===== src/rtl/prbs9_ber_ctrl.sv =====
// prbs9_ber_ctrl: PRBS9 (x^9+x^5+1) bit-error-rate checker controller.
// Flow: IDLE -> FILL (load 9 rx bits) -> SYNC (LOCK_CNT straight matches)
// -> RUN (free-running reference, count bits/errors) -> DONE.
// Optional loss-of-lock detection is compiled in with `define PRBS9_BER_LOL_EN.
module prbs9_ber_ctrl #(
  parameter logic [8:0] SEED     = 9'h1AA,
  parameter int         LOCK_CNT = 16,
  parameter int         LOSS_CNT = 4
) (
  input  logic        clk,
  input  logic        rst,
  input  logic        i_start,
  input  logic        i_stop,
  input  logic        i_valid,
  input  logic        i_rx_bit,
  input  logic [15:0] i_test_len,
  output logic        o_gen_enable,
  output logic        o_lock,
  output logic        o_busy,
  output logic        o_done,
  output logic [15:0] o_err_cnt,
  output logic [15:0] o_bit_cnt,
  output logic [7:0]  o_lol_cnt
);

  typedef enum logic [2:0] {
    ST_IDLE = 3'd0,
    ST_FILL = 3'd1,
    ST_SYNC = 3'd2,
    ST_RUN  = 3'd3,
    ST_DONE = 3'd4
  } state_e;

  localparam int MW = $clog2(LOCK_CNT + 1);

  // Thresholds of zero would make the lock / loss conditions meaningless.
  if (LOCK_CNT < 1 || LOSS_CNT < 1) begin : g_bad_param
    $error("prbs9_ber_ctrl: LOCK_CNT and LOSS_CNT must be at least 1");
  end

  state_e        state_q, state_d;
  logic [8:0]    h_q, h_d;
  logic [3:0]    fill_q, fill_d;
  logic [MW-1:0] match_q, match_d;
  logic [15:0]   len_q, len_d;
  logic [15:0]   err_q, err_d;
  logic [15:0]   bit_q, bit_d;
  logic          done_q, done_d;
  logic          pred_s, mis_s, fill_last_s, lock_hit_s, len_hit_s, lol_hit_s;
  logic          lock_s, busy_s, gen_s;

  // h[0] is the newest sample, h[8] the one nine samples back.
  assign pred_s      = h_q[8] ^ h_q[4];
  assign mis_s       = i_rx_bit ^ pred_s;
  assign fill_last_s = (fill_q == 4'd8);
  assign lock_hit_s  = !mis_s && (match_q == MW'(LOCK_CNT - 1));
  assign len_hit_s   = (len_q != 16'd0) && ((bit_q + 16'd1) == len_q);

`ifdef PRBS9_BER_LOL_EN
  localparam int LW = $clog2(LOSS_CNT + 1);
  logic [LW-1:0] loss_q, loss_d;
  logic [7:0]    lol_q, lol_d;
  assign lol_hit_s = mis_s && (loss_q == LW'(LOSS_CNT - 1));
  assign o_lol_cnt = lol_q;
`else
  assign lol_hit_s = 1'b0;
  assign o_lol_cnt = 8'd0;
`endif

  // State register.
  always_ff @(posedge clk or negedge rst) begin
    if (!rst) begin
      state_q <= ST_IDLE;
    end else begin
      state_q <= state_d;
    end
  end

  // Next-state logic; stop always wins, valid gates all data-driven progress.
  always_comb begin
    state_d = state_q;
    if (i_stop) begin
      state_d = ST_IDLE;
    end else begin
      case (state_q)
        ST_IDLE, ST_DONE: begin
          if (i_start) state_d = ST_FILL;
          else         state_d = state_q;
        end
        ST_FILL: begin
          if (i_valid && fill_last_s) state_d = ST_SYNC;
          else                        state_d = state_q;
        end
        ST_SYNC: begin
          if (i_valid && lock_hit_s) state_d = ST_RUN;
          else                       state_d = state_q;
        end
        ST_RUN: begin
          if (i_valid && len_hit_s)      state_d = ST_DONE;
          else if (i_valid && lol_hit_s) state_d = ST_FILL;
          else                           state_d = state_q;
        end
        default: state_d = ST_IDLE;
      endcase
    end
  end

  // Status outputs decoded from the registered state only.
  always_comb begin
    lock_s = 1'b0;
    busy_s = 1'b0;
    gen_s  = 1'b0;
    case (state_q)
      ST_FILL: gen_s = 1'b1;
      ST_SYNC: begin
        busy_s = 1'b1;
        gen_s  = 1'b1;
      end
      ST_RUN: begin
        lock_s = 1'b1;
        busy_s = 1'b1;
        gen_s  = 1'b1;
      end
      default: begin
        lock_s = 1'b0;
        busy_s = 1'b0;
        gen_s  = 1'b0;
      end
    endcase
  end

  assign o_lock       = lock_s;
  assign o_busy       = busy_s;
  assign o_gen_enable = gen_s;
  assign o_done       = done_q;
  assign o_err_cnt    = err_q;
  assign o_bit_cnt    = bit_q;

  // Next values for reference history, counters and the completion pulse.
  always_comb begin
    h_d     = h_q;
    fill_d  = fill_q;
    match_d = match_q;
    len_d   = len_q;
    err_d   = err_q;
    bit_d   = bit_q;
    done_d  = 1'b0;
`ifdef PRBS9_BER_LOL_EN
    loss_d  = loss_q;
    lol_d   = lol_q;
`endif
    if (i_stop) begin
      done_d = 1'b0;
    end else begin
      case (state_q)
        ST_IDLE, ST_DONE: begin
          if (i_start) begin
            h_d     = SEED;
            fill_d  = 4'd0;
            match_d = {MW{1'b0}};
            len_d   = i_test_len;
            err_d   = 16'd0;
            bit_d   = 16'd0;
`ifdef PRBS9_BER_LOL_EN
            loss_d  = {LW{1'b0}};
            lol_d   = 8'd0;
`endif
          end else begin
            done_d = 1'b0;
          end
        end
        ST_FILL: begin
          if (i_valid) begin
            h_d    = {h_q[7:0], i_rx_bit};
            fill_d = fill_q + 4'd1;
          end else begin
            h_d = h_q;
          end
        end
        ST_SYNC: begin
          if (i_valid) begin
            h_d = {h_q[7:0], i_rx_bit};
            if (mis_s) match_d = {MW{1'b0}};
            else       match_d = match_q + {{(MW-1){1'b0}}, 1'b1};
`ifdef PRBS9_BER_LOL_EN
            loss_d = {LW{1'b0}};
`endif
          end else begin
            h_d = h_q;
          end
        end
        ST_RUN: begin
          if (i_valid) begin
            // Reference free-runs on its own prediction so rx errors do not echo.
            h_d   = {h_q[7:0], pred_s};
            bit_d = bit_q + 16'd1;
            if (mis_s && (err_q != 16'hFFFF)) err_d = err_q + 16'd1;
            else                              err_d = err_q;
            if (len_hit_s) done_d = 1'b1;
            else           done_d = 1'b0;
`ifdef PRBS9_BER_LOL_EN
            if (!mis_s) begin
              loss_d = {LW{1'b0}};
            end else if (lol_hit_s && !len_hit_s) begin
              loss_d  = {LW{1'b0}};
              fill_d  = 4'd0;
              match_d = {MW{1'b0}};
              if (lol_q != 8'hFF) lol_d = lol_q + 8'd1;
              else                lol_d = lol_q;
            end else begin
              loss_d = loss_q + {{(LW-1){1'b0}}, 1'b1};
            end
`endif
          end else begin
            h_d = h_q;
          end
        end
        default: done_d = 1'b0;
      endcase
    end
  end

  // Datapath registers.
  always_ff @(posedge clk or negedge rst) begin
    if (!rst) begin
      h_q     <= SEED;
      fill_q  <= 4'd0;
      match_q <= {MW{1'b0}};
      len_q   <= 16'd0;
      err_q   <= 16'd0;
      bit_q   <= 16'd0;
      done_q  <= 1'b0;
    end else begin
      h_q     <= h_d;
      fill_q  <= fill_d;
      match_q <= match_d;
      len_q   <= len_d;
      err_q   <= err_d;
      bit_q   <= bit_d;
      done_q  <= done_d;
    end
  end

`ifdef PRBS9_BER_LOL_EN
  // Loss-of-lock tracking registers.
  always_ff @(posedge clk or negedge rst) begin
    if (!rst) begin
      loss_q <= {LW{1'b0}};
      lol_q  <= 8'd0;
    end else begin
      loss_q <= loss_d;
      lol_q  <= lol_d;
    end
  end
`endif

endmodule

===== config.mk =====
export PLATFORM = sky130hd
export DESIGN_NAME = prbs9_ber_ctrl
export DESIGN_NICKNAME = d
export VERILOG_FILES = /design/src/rtl/prbs9_ber_ctrl.sv
export SDC_FILE = /design/constraint.sdc
export NUM_CORES = 1
export LEC_CHECK = 0
export ABC_AREA = 1
export CAP_MARGIN = 40
export CELL_PAD_IN_SITES_DETAIL_PLACEMENT = 0
export CELL_PAD_IN_SITES_GLOBAL_PLACEMENT = 2
export CORE_UTILIZATION = 31
export DETAILED_ROUTE_END_ITERATION = 12
export MAX_ROUTING_LAYER = met4
export PLACE_DENSITY_LB_ADDON = 0.1
export SYNTH_ARGS = -nofsm -noshare
export SYNTH_HDL_FRONTEND = slang
export SYNTH_SLANG_ARGS = --single-unit

===== constraint.sdc =====
create_clock -name clk -period 2.5 [get_ports clk]
set_clock_uncertainty 0.2 [all_clocks]
set_input_delay 0.75 -clock clk [delete_from_list [all_inputs] [get_ports clk]]
set_output_delay 0.75 -clock clk [all_outputs]
set_load 0.02 [all_outputs]

==> out/qor.yml <==
worst_setup_path:
  worstPathArrival_ns: 1.49
  start_kind: "flop"
  setup.worst_path.class: "reg -> out"
  cp_max_fo: 4
  end_kind: "primary output"
  required_ns: 1.55
routing:
  antenna_left: 0
  drc: 0
  wl_per_cell_um: 14.2
  viasPerCell: 4.71
  dr.pass1.iters: 5
  vias: 3950
  drt-initial-drc-count: 203
  routed_wl_um: 11900
floorplanning:
  dieArea_mm2: 0.0140
  num_rows: 42
  fp.dieH_um: 118
  io_pins: 66
  die_w_um: 118
  coreArea_mm2: 0.0132
  start_util_pct: 31.7
cells_and_area:
  multi_input_area_mm2: 0.00209
  layout-drive-gt1-share_pct: 14.4
  finalNonFillerCells: 838
  n_fill_cell: 1392
  final_common_cell: "nand2_1"
  layout_common_cells: "nand2_1, inv_1, dfrtp_1"
  area_delta_synth_final_pct: 32.0
  final_core_util_pct: 41.9
  num_antenna_cells: 0
  nets: 685
  regArea_mm2: 0.00176
placement:
  dp_hpwl_um: 8960
  io_buffers: 57
  placed_cells: 822
  gp_congestion: 0.821
sta:
  fmax_mhz: 410
  post-route-period-util_pct: 97.5
  drv_slew: 0
  rsz0062_at_grt: "false"
  min_period_ns: 2.44
  hold_violations: 0
  setup_violations: 0
power_and_ir_drop:
  p_sw_share_pct: 37.9
  p_clk_share_pct: 28.8
  p_int_mw: 3.06
  p_sw_mw: 1.87
  powerDensity_mw_per_mm2: 889
  vdd.ir_drop.worst_mv: 0.500
  leakagePower_nw: 2.40
  combPwrFrac_pct: 39.4
  seqPwrFrac_pct: 31.8
cts:
  cts-root-buf: "clkbuf_16"
  clock-sinks: 70
  clockBufferDepth: 2
  cts_tree: "done"
  postCtsHoldBufs: 0
  cts_made_buffers: 9
  clock_latency_ns: 0.34
  htree_levels: 3
  path_clk_slew_ns: 0.06
synth:
  synth_top_family_by_area: "simple AND/OR/NAND/NOR gates"
  synth-compound-area-share_pct: 10.8
  synth-adder-area-share_pct: 1.79
  syn_inst: 567
  muxShareOfSynthArea_pct: 0
  ys_warn_count: 0
  ys.flop_type: "dfrtp_1"
  syn_avg_cell_area_um2: 7.41
  synth_simple_gate_area_share_pct: 32.3
  synth.ff_latch_count: 70
  ys_seq_area_share_pct: 41.8
  synth_cell_types: 40
  syn_area_mm2: 0.00420
  synth_edf_count: 0
  synth-xor-area-share_pct: 3.34
  ys_async_sr_fraction_pct: 100
global_route:
  grt_max_degree: 71
  antenna_found_initial: 0
  grt_pass1_vias: 4001
  grt_overflow: 0
  track_usage_pct: 19.1
  grt_pass1_wl_um: 20300
outcome:
  status: "finished, final reports clean"
run:
  cap_violations: 0
hold_path:
  holdCritPathClass: "in -> async"
metrics by stage:
stage	power, mW	hold WS [ns]	setup WS [ns]	area [um2]	TNS (ns)
global placement	3.55	0.256	-0.103	5190	-0.966
detailed placement	3.55	0.259	-0.130	5190	-2.90
finish	4.93	0.232	0.0625	5550	0
global route	5.33	0.266	0.0109	5550	0
CTS	4.99	0.255	0.0147	5510	0
floorplan	2.74	0.234	0.374	4230	0
cell families after synthesis:
family	Yosys count
buffers and inverters	95
DFF	70
and+or+nand+nor	301
xor gates and xnor gates	16
other	1
adders and majority gates	6
AOI/OAI and AO/OA	78
state kept, by name (all words and copies together), names as in the netlist:
name       cells
o_done         1
o_bit_cnt     16
fill_q         4
match_q        5
len_q         16
o_err_cnt     16
h_q            9
state_q        3
what timing repair did:
action                     CTS  global route
buffers inserted             0             0
gates resized for setup      4             9
setup endpoints to repair    3             5
path summary, 6_finish.rpt:
check	start	to	slack [ns]	cells past startpoint
max	o_bit_cnt[1]$_DFFE_PN0P_	o_bit_cnt[1]	0.06	2
min	rst	len_q[9]$_DFFE_PN0P_	0.23	2
max reg2reg	o_bit_cnt[0]$_DFFE_PN0P_	state_q[0]$_DFFE_PN0P_	0.24	14
min reg2reg	fill_q[3]$_DFFE_PN0P_	fill_q[3]$_DFFE_PN0P_	0.27	1
max in group asynchronous	rst	h_q[8]$_DFFE_PN1P_	1.51	2
min in group clk	fill_q[3]$_DFFE_PN0P_	fill_q[3]$_DFFE_PN0P_	0.27	1
metal layers:
metal  up-vias  share of wire [%]  GRT usage [%]
li1       2005                  -              -
met1      1855                 51           25.9
met2        81                 44           28.2
met3         9                3.7           4.92
met4         0                1.2           5.14
met5         -                  0              -
power by group through the flow:
| stage | sequential [mW] | combinational [mW] | clock, mW |
|---|---|---|---|
| 2_1_floorplan | 1.54 | 1.20 | 0 |
| 3_3_place_gp | 1.58 | 1.96 | 0 |
| 3_5_place_dp | 1.58 | 1.97 | 0 |
| 4_1_cts | 1.56 | 1.96 | 1.47 |
| 5_1_grt | 1.60 | 2.22 | 1.51 |
| 6_report | 1.57 | 1.94 | 1.42 |
final cells by class:
type	instances	area share (%)
well taps	176	3.97
repair buffers	90	15.5
inverters	77	5.26
multi-input cells	409	37.7
flip-flops and latches	70	31.7
clock buffers	10	4.31
clock inverters	6	1.53
cell usage after synthesis, types with 2 or more instances:
cell,instances,area share [%]
nand2_1,147,13
inv_1,70,6.3
dfrtp_1,65,39
nand3_1,54,6.4
nor2_1,51,4.6
o21ai_0,36,4.3
nand4_1,12,1.8
xor2_1,12,2.5
buf_4,10,1.8
o22ai_1,10,1.5
nor2_2,9,1.3
a21oi_1,8,0.95
o31ai_1,8,1.4
buf_2,6,0.71
ha_1,6,1.8
inv_2,6,0.54
nor3_1,6,0.71
nor4_1,6,0.89
o21ai_1,6,0.71
dfstp_2,5,3.1
nand2_2,4,0.60
nor2_4,4,1.1
xnor2_1,4,0.83
a31oi_1,3,0.45
a22oi_1,2,0.36
nand3_2,2,0.48
o21ai_2,2,0.42
critical path, cell delays in order (launching register included):
cell,delay [ns]
dfrtp_1,0.41
buf_4,0.14
clkdlybuf4s50_1,0.59
Power figures use the tool's default switching activity.
